--- src/rtl/pipeline_hazard_unit_pkg.sv ---
`default_nettype none
// ============================================================================
// pipeline_hazard_unit_pkg
// Forward-select encodings and scoreboard entry bit layout for the hazard unit.
// Revision: 1.0
// ============================================================================
package pipeline_hazard_unit_pkg;

    localparam logic [1:0] FWD_REG   = 2'd0;
    localparam logic [1:0] FWD_EXMEM = 2'd1;
    localparam logic [1:0] FWD_MEMWB = 2'd2;

    // Entry layout: {waddr, mem_op, is_load, wen, valid}, waddr at ENT_ADDR upward
    localparam int ENT_VALID = 0;
    localparam int ENT_WEN   = 1;
    localparam int ENT_LOAD  = 2;
    localparam int ENT_MEMOP = 3;
    localparam int ENT_ADDR  = 4;

    function automatic logic [1:0] fwd_pick(input logic i_mem_hit, input logic i_wb_hit);
        if (i_mem_hit)
            return FWD_EXMEM;
        else if (i_wb_hit)
            return FWD_MEMWB;
        else
            return FWD_REG;
    endfunction

endpackage
`default_nettype wire

--- src/rtl/pipeline_hazard_unit_match.sv ---
`default_nettype none
// ============================================================================
// hazard_match
// Combinational source-vs-scoreboard-entry comparator; register 0 never hits.
// Revision: 1.0
// ============================================================================
module hazard_match #(
    parameter int REG_AW = 5
) (
    input  logic [REG_AW-1:0] i_src,
    input  logic              i_use,
    input  logic              i_valid,
    input  logic              i_wen,
    input  logic [REG_AW-1:0] i_waddr,
    output logic              o_match
);

    assign o_match = i_use && i_valid && i_wen &&
                     (i_waddr == i_src) && (i_src != '0);

endmodule
`default_nettype wire

--- src/rtl/pipeline_hazard_unit.sv ---
`default_nettype none
// ============================================================================
// pipeline_hazard_unit
// Interlock / forwarding / stall controller with shadow scoreboard and
// multi-cycle memory freeze for the 5-stage pipeline.
// Revision: 1.0
// ============================================================================
module pipeline_hazard_unit
    import pipeline_hazard_unit_pkg::*;
#(
    parameter int REG_AW  = 5,
    parameter bit FWD_EN  = 1'b1,
    parameter int MEM_LAT = 1
) (
    input  logic              clk,
    input  logic              cpu_rst,
    input  logic              cpu_en,
    input  logic [REG_AW-1:0] id_rs,
    input  logic [REG_AW-1:0] id_rt,
    input  logic              id_use_rs,
    input  logic              id_use_rt,
    input  logic              id_wen,
    input  logic [REG_AW-1:0] id_waddr,
    input  logic              id_is_load,
    input  logic              id_mem_op,
    input  logic              id_is_branch,
    input  logic              id_redirect,
    output logic              stall_pc,
    output logic              stall_ifid,
    output logic              bubble_idex,
    output logic              flush_ifid,
    output logic              freeze_all,
    output logic [1:0]        fwd_a_sel,
    output logic [1:0]        fwd_b_sel,
    output logic [1:0]        id_fwd_rs_sel,
    output logic [1:0]        id_fwd_rt_sel
);

    localparam int         c_EW     = ENT_ADDR + REG_AW;
    localparam logic [3:0] c_LAT_M1 = 4'(MEM_LAT - 1);

    logic [c_EW-1:0]   r_ex, r_mem, r_wb;
    logic [REG_AW-1:0] r_ex_rs, r_ex_rt;
    logic              r_ex_use_rs, r_ex_use_rt;
    logic [3:0]        r_cnt;

    logic [c_EW-1:0]   w_id_ent;
    logic              w_freeze;
    logic              w_data_stall;
    logic              w_unused;

    // Sources: 0 id_rs, 1 id_rt, 2 ex_rs, 3 ex_rt.  Entries: 0 EX, 1 MEM, 2 WB.
    logic [REG_AW-1:0] w_src [4];
    logic              w_use [4];
    logic [c_EW-1:0]   w_ent [3];
    logic [2:0]        w_m   [4];

    assign w_id_ent = {id_waddr, id_mem_op, id_is_load, id_wen, 1'b1};
    assign w_src[0] = id_rs;
    assign w_src[1] = id_rt;
    assign w_src[2] = r_ex_rs;
    assign w_src[3] = r_ex_rt;
    assign w_use[0] = id_use_rs;
    assign w_use[1] = id_use_rt;
    assign w_use[2] = r_ex_use_rs;
    assign w_use[3] = r_ex_use_rt;
    assign w_ent[0] = r_ex;
    assign w_ent[1] = r_mem;
    assign w_ent[2] = r_wb;
    assign w_unused = &{1'b0, r_wb[ENT_LOAD], r_wb[ENT_MEMOP]};

    generate
        for (genvar s = 0; s < 4; s++) begin : g_src
            for (genvar e = 0; e < 3; e++) begin : g_ent
                if (s >= 2 && e == 0) begin : g_none
                    assign w_m[s][e] = 1'b0;
                end else begin : g_cmp
                    hazard_match #(.REG_AW(REG_AW)) u_match (
                        .i_src   (w_src[s]),
                        .i_use   (w_use[s]),
                        .i_valid (w_ent[e][ENT_VALID]),
                        .i_wen   (w_ent[e][ENT_WEN]),
                        .i_waddr (w_ent[e][ENT_ADDR +: REG_AW]),
                        .o_match (w_m[s][e])
                    );
                end
            end
        end
    endgenerate

    // Memory op occupies MEM for MEM_LAT cycles; MEM_LAT=1 gives c_LAT_M1=0, never freezes
    assign w_freeze = r_mem[ENT_VALID] && r_mem[ENT_MEMOP] && (r_cnt < c_LAT_M1);

    generate
        if (FWD_EN) begin : g_fwd_on
            logic w_hit_ex, w_hit_mem;
            assign w_hit_ex  = w_m[0][0] | w_m[1][0];
            assign w_hit_mem = w_m[0][1] | w_m[1][1];
            assign w_data_stall = (w_hit_ex && r_ex[ENT_LOAD]) ||
                                  (id_is_branch && w_hit_ex) ||
                                  (id_is_branch && w_hit_mem && r_mem[ENT_LOAD]);
            assign fwd_a_sel     = fwd_pick(w_m[2][1], w_m[2][2]);
            assign fwd_b_sel     = fwd_pick(w_m[3][1], w_m[3][2]);
            assign id_fwd_rs_sel = fwd_pick(w_m[0][1] && !r_mem[ENT_LOAD], w_m[0][2]);
            assign id_fwd_rt_sel = fwd_pick(w_m[1][1] && !r_mem[ENT_LOAD], w_m[1][2]);
        end else begin : g_fwd_off
            logic w_unused_ex;
            assign w_unused_ex  = &{1'b0, w_m[2], w_m[3]};
            assign w_data_stall = (|w_m[0]) | (|w_m[1]);
            assign fwd_a_sel     = FWD_REG;
            assign fwd_b_sel     = FWD_REG;
            assign id_fwd_rs_sel = FWD_REG;
            assign id_fwd_rt_sel = FWD_REG;
        end
    endgenerate

    assign freeze_all  = w_freeze;
    assign stall_pc    = w_data_stall && !w_freeze;
    assign stall_ifid  = w_data_stall && !w_freeze;
    assign bubble_idex = w_data_stall && !w_freeze;
    assign flush_ifid  = id_redirect && !w_data_stall && !w_freeze;

    always_ff @(posedge clk or posedge cpu_rst) begin
        if (cpu_rst) begin
            r_ex        <= '0;
            r_mem       <= '0;
            r_wb        <= '0;
            r_ex_rs     <= '0;
            r_ex_rt     <= '0;
            r_ex_use_rs <= 1'b0;
            r_ex_use_rt <= 1'b0;
            r_cnt       <= 4'd0;
        end else if (cpu_en) begin
            if (w_freeze) begin
                r_cnt <= r_cnt + 4'd1;
            end else begin
                r_cnt <= 4'd0;
                r_wb  <= r_mem;
                r_mem <= r_ex;
                if (w_data_stall) begin
                    r_ex        <= '0;
                    r_ex_rs     <= '0;
                    r_ex_rt     <= '0;
                    r_ex_use_rs <= 1'b0;
                    r_ex_use_rt <= 1'b0;
                end else begin
                    r_ex        <= w_id_ent;
                    r_ex_rs     <= id_rs;
                    r_ex_rt     <= id_rt;
                    r_ex_use_rs <= id_use_rs;
                    r_ex_use_rt <= id_use_rt;
                end
            end
        end
    end

endmodule
`default_nettype wire

--- config.mk ---
export PLATFORM = sky130hd
export DESIGN_NAME = pipeline_hazard_unit
export DESIGN_NICKNAME = d
export VERILOG_FILES = /design/src/rtl/pipeline_hazard_unit_pkg.sv /design/src/rtl/pipeline_hazard_unit_match.sv /design/src/rtl/pipeline_hazard_unit.sv
export SDC_FILE = /design/constraint.sdc
export NUM_CORES = 1
export LEC_CHECK = 0
export ABC_AREA = 1
export BUFFER_PORTS_ARGS = -buffer_cell sky130_fd_sc_hd__clkbuf_2
export CORE_UTILIZATION = 51
export CTS_BUF_LIST = sky130_fd_sc_hd__clkbuf_4 sky130_fd_sc_hd__clkbuf_8 sky130_fd_sc_hd__clkbuf_16
export CTS_CLUSTER_DIAMETER = 200
export DETAILED_ROUTE_END_ITERATION = 16
export PLACE_DENSITY_LB_ADDON = 0.3
export SYNTH_ARGS = -nofsm -noshare
export SYNTH_HDL_FRONTEND = slang
export SYNTH_SLANG_ARGS = --single-unit
--- constraint.sdc ---
create_clock -name clk -period 1.3 [get_ports clk]
set_input_delay 0.195 -clock clk [delete_from_list [all_inputs] [get_ports clk]]
set_output_delay 0.195 -clock clk [all_outputs]
set_load 0.05 [all_outputs]
# Yosys cells after proc, flatten, opt, wreduce, memory -nomap -nowiden
# Index checks and enable logic that the tools add are counted.
# W data, S select, Z words.
dict set report word_totals {
  register_bits 43
  memories 0
  ramBits 0
  input_bits 25
  latchBits 0
  elab_cells 98
  romBits 0
}
dict set report op_classes {
  mul 0
  addsub 1
  n_shift 0
  reduce_logical 61
  n_mux 14
  n_bitwise 3
  n_eq_ne 10
  n_div 0
  n_lt_le_gt_ge 1
}
# op n
set ops {}
lappend ops {{$logic_and A1 B1 Y1} 51}
lappend ops {{$eq A5 B5 Y1} 10}
lappend ops {{$reduce_bool A5 Y1} 4}
lappend ops {{$mux W2} 8}
lappend ops {{$mux W5} 2}
lappend ops {{$mux W9} 1}
lappend ops {{$add A4 B1 Y4 const B} 1}
lappend ops {{$lt A4 B1 Y1 const B} 1}
lappend ops {{$mux W4} 1}
lappend ops {{$logic_not A1 Y1} 3}
lappend ops {{$logic_or A1 B1 Y1} 2}
lappend ops {{$mux W1} 2}
lappend ops {{$or A1 B1 Y1} 2}
lappend ops {{$reduce_and A2 Y1} 1}
lappend ops {{$not A1 Y1} 1}

# Longest topological paths before layout
dict set report depth {
  ltp_word 11
  ltp_mapped 11
}

# Modules after synthesis
# A second synthesis with hierarchy kept.
dict set report hier_totals {
  hier_cells 480
  area_unflattened_um2 2825.2
}
# mod area_each_um2 cells_each n_inst seq_area_each_um2
set modules_own_cells {}
lappend modules_own_cells {pipeline_hazard_unit 1574.0 180 1 875.8}
lappend modules_own_cells {hazard_match 125.1 30 10 0.0}

# Worst setup path before layout
# No wires, ideal clock.
dict set report synth_timing {
  path_type {register to output}
  start {reg r_mem[7]}
  end {out id_fwd_rt_sel[1]}
  t_arrival_ns 1.932
  slack_ns -0.827
  required_time_ns 1.105
  stages_incl_launch_ff 9
  path_cell_list {dfrtp_1 buf_2 inv_1 nand2_1 nand4_1 nor2_1 nand2_1 nor2_1 nor2_1}
}
dict set report synth_between {
  elab_chain_cells 5
}
# item line_no
set synth_lines {}
lappend synth_lines {{from (decl)} pipeline_hazard_unit.sv:42} ;# logic [c_EW-1:0] r_ex, r_mem, r_wb;
lappend synth_lines {{from (signal assigned)} pipeline_hazard_unit.sv:139} ;# r_mem <= r_ex;
lappend synth_lines {{$eq A5 B5 Y1} pipeline_hazard_unit_match.sv:19} ;# (i_waddr == i_src) && (i_src != '0);
lappend synth_lines {{$logic_and A1 B1 Y1} pipeline_hazard_unit_match.sv:18} ;# assign o_match = i_use && i_valid && i_wen &&
lappend synth_lines {{$logic_and A1 B1 Y1} pipeline_hazard_unit_match.sv:19}
lappend synth_lines {{$logic_and A1 B1 Y1} pipeline_hazard_unit.sv:105} ;# assign id_fwd_rt_sel = fwd_pick(w_m[1][1] && !r_mem[ENT_LOAD], w_m[1][2]);
lappend synth_lines {{$mux W2} pipeline_hazard_unit_pkg.sv:21} ;# if (i_mem_hit)
lappend synth_lines {{to (decl)} pipeline_hazard_unit.sv:36} ;# output logic [1:0] id_fwd_rt_sel
# Every way passes these cells.

# Final worst setup path
dict set report layout_timing {
  start {reg r_ex[8]}
  end {out stall_ifid}
}
dict set report layout_between {
  elab_chain_cells 8
  elab_cells_between_ends 12
}
# item line_no
set layout_lines {}
lappend layout_lines {{from (decl)} pipeline_hazard_unit.sv:42}
lappend layout_lines {{from (signal assigned)} pipeline_hazard_unit.sv:147} ;# r_ex <= w_id_ent;
lappend layout_lines {{$eq A5 B5 Y1} pipeline_hazard_unit_match.sv:19}
lappend layout_lines {{$logic_and A1 B1 Y1} pipeline_hazard_unit_match.sv:18}
lappend layout_lines {{$logic_and A1 B1 Y1} pipeline_hazard_unit_match.sv:19}
lappend layout_lines {{$or A1 B1 Y1 *} pipeline_hazard_unit.sv:97} ;# assign w_hit_ex = w_m[0][0] | w_m[1][0];
lappend layout_lines {{$logic_and A1 B1 Y1 (on tied branches)} {pipeline_hazard_unit.sv:99, pipeline_hazard_unit.sv:100}}
lappend layout_lines {{$logic_or A1 B1 Y1 *} pipeline_hazard_unit.sv:99} ;# assign w_data_stall = (w_hit_ex && r_ex[ENT_LOAD]) ||
lappend layout_lines {{$logic_or A1 B1 Y1 *} pipeline_hazard_unit.sv:100} ;# (id_is_branch && w_hit_ex) ||
lappend layout_lines {{$logic_and A1 B1 Y1 *} pipeline_hazard_unit.sv:119} ;# assign stall_ifid = w_data_stall && !w_freeze;
lappend layout_lines {{to (decl)} pipeline_hazard_unit.sv:29} ;# output logic stall_ifid,
# Every way passes the cells marked *; elsewhere a longest branch is shown, timed or not.

==> flow_summary.ini <==
[outcome]
run_status = finished, violations left
failed_checks = negative setup slack

[global_route]
overflow = 0
antenna_found_initial = 0
grt_pass1_wl_um = 12200
grtUsageTotal_pct = 32.1
grt_pass1_vias = 2573
grt_max_degree = 44

[critical_path]
path_buf_inv = 2
endpoint = stall_ifid
cpMostUsedCell = nand2_2
worst_setup_path_start_kind = flip-flop
rrSetupSlack_ns = -0.35
cp.depth = 8
crit_path_top_delay_cell = dfrtp_1
path_cells = inv_1, nand2_1, nand2_2, nand4_1, o31ai_2, nand2_2, nand2_8, clkbuf_16
r2r-start = r_mem[4]
required_ns = 1.11
timing_worst_setup_path_type = flip-flop to primary output
cpLargestDelayFamily = simple AND/OR/NAND/NOR gates
r2r-end = r_ex_rt[3]
slowest_delay_ns = 0.42
worstRegToRegCells = 10
worstSetupEndpointType = primary output
cp_data_arrival_time_ns = 1.84
path_max_fanout = 4
worstSetupStartpoint = r_ex[8]

[cells_and_area]
diodes = 0
ff_latch_area_um2 = 883
area_growth_syn_to_layout_pct = 48.3
stdcell_area_mm2 = 0.00358
final_nets = 454
multi_input_area_mm2 = 0.00148
drive_gt1_share_pct = 40.5
fillers = 292

[logic_synthesis]
synth-seq-area-share_pct = 36.3
postSynth.asyncResetShare_pct = 100
yosysWarnings = 0
synth_top_area_share_pct = 36.3
synth_edf_count = 0
avgSynthCellArea_um2 = 7.12
yosysMostFrequentCell = nand2_1
syn_area_mm2 = 0.00241
synthTopCellsByArea = dfrtp_1, nand2_1, nand4_1, xnor2_1, inv_1
synth_ff_type = dfrtp_1
ys_ff_latch = 35
synthCells = 339
synth.top_cells.by_count = nand2_1, dfrtp_1, nand4_1
syn_nets = 364
synth_cell_types = 31
yosysTopAreaCell = dfrtp_1

[clock_tree]
clock_sinks = 35
cts_inserted_buffers = 5
cts_root_buf = clkbuf_8
clock_latency_ns = 0.30
path_clk_slew_ns = 0.07
cts_tree = yes
htreeDepth = 2
ctsLongestPathBuffers = 2

[sta]
grt_setup_unrepaired = yes
clock.fmax_ghz = 0.492
hold_violations = 0
min_period_ns = 2.03
setup_viol = 32
slew_viol_final = 0
worst_slack_ns = -0.730
tns_ns = -13.87
fin_hold_ws_ns = 0.128
fin_skew_ns = 0.00853
period_share_pct = 156

[drt]
drcViolationCount = 0
num_vias = 2718
viasPerCell = 5.64
totalWireLength_um = 8170
post_drt_wl_per_cell_um = 17.0
drt_iter0_drc = 218
dr.pass1.iters = 7
ant_nets = 0

[floorplan]
ios = 38
die-area_mm2 = 0.00501
fp.dieH_um = 70.8
initial_utilization_pct = 54.3
die_width_um = 70.8
coreArea_mm2 = 0.00444
rows = 24

[pwr]
p_comb_share_pct = 33.9
p_sw_share_pct = 35.0
power.total_uw = 3270
p_leak_uw = 0.00179
p_per_area_mw_per_mm2 = 913
irDropWorstVdd_v = 0.000872
clkPwrFrac_pct = 24.9
p_switching_uw = 1140
internal_power_uw = 2120
seq_power_share_pct = 41.2

[min_path]
hp-class = input pin to flip-flop
hold_depth = 3

[place]
io_buffers = 35
placed_area_mm2 = 0.00316
dp_slack_ns = -0.405
place_hpwl_um = 5270
place_congestion = 0.974

[job]
maxCapViolations = 0
[cell families (layout without fill, tap and decap cells)]
logic type	Yosys count	after routing	share of synthesized area, %
buffers and inverters	57	148	11.6
other	1	1	0.155
AOI/OAI and AO/OA	24	24	5.81
DFF	35	35	36.3
xor gates and xnor gates	27	27	9.80
and+or+nand+nor	195	195	36.3
[stage by stage]
step | instances | util, %
after detailed placement | 468 | 71.1
after global placement | 468 | 71.1
final | 482 | 80.5
after CTS | 480 | 77.8
after floorplan | 339 | -
after global routing | 482 | 80.5
[worst min-delay path by stage]
stage	start	to
finish	id_waddr[2]	r_ex[6]
global route	id_waddr[4]	r_ex[8]
CTS	id_waddr[2]	r_ex[6]
detailed placement	cpu_rst	r_ex[1]
global placement	cpu_rst	r_ex[0]
floorplan	id_waddr[3]	r_ex[7]
[cell type report]
type,instances,area share [%]
multi-input cells,247,41.4
repair buffers,106,26.0
flip-flops and latches,35,24.7
inverters,34,3.64
clock buffers,6,2.13
well taps,52,1.82
clock inverters,2,0.350
[worst min-delay path, stage by stage]
cell and delay, ns:
clkbuf_2 0.08, nand4_1 0.07, nand2_1 0.04
[layer usage]
layer | global-route usage (%) | vias to the layer above | routed length (um)
met5 | 0 | - | 0
met4 | 15.3 | 0 | 385
met3 | 4.99 | 43 | 501
met2 | 55.3 | 143 | 4150
met1 | 39.3 | 1269 | 3140
li1 | - | 1263 | -
[power groups by stage]
stage               sequential, uW  combinational (uW)  clock, uW
detailed placement            1350                 950          0
finish                        1350                1110        813
CTS                           1330                1010        823
global placement              1340                 923          0
floorplan                     1310                 605          0
global route                  1360                1190        870
[flip-flops by register name, indices dropped and copies added (netlist names)]
register,cells
r_ex,8
r_ex_use_rt,1
r_mem,8
r_wb,7
r_ex_rs,5
r_ex_rt,5
r_ex_use_rs,1
[cell usage in the layout, fill, tap and decap left out, types with 2 or more instances in the layout]
cell type,n
clkbuf_16,3
nor4_4,2
nor2_2,3
inv_2,10
buf_4,59
buf_8,7
xor2_1,10
o22ai_1,3
buf_6,9
nor2_4,7
nor3_1,3
a221oi_2,2
nand2_1,110
o21ai_0,15
nor2_1,13
nand4_1,29
inv_1,22
clkbuf_2,23
dfrtp_2,6
xnor2_1,11
dfrtp_1,29
buf_12,4
nand2_2,10
clkbuf_8,5
nand3_2,5
nand3_1,6
xnor2_2,4
[timing repair]
item,CTS,global route
resized for setup,38,34
hold endpoints to repair,35,0
hold buffers,1,0
buffers inserted,3,2
pin swaps,14,16
setup endpoints to repair,32,32
No activity file was read; power rests on OpenSTA's default activity.
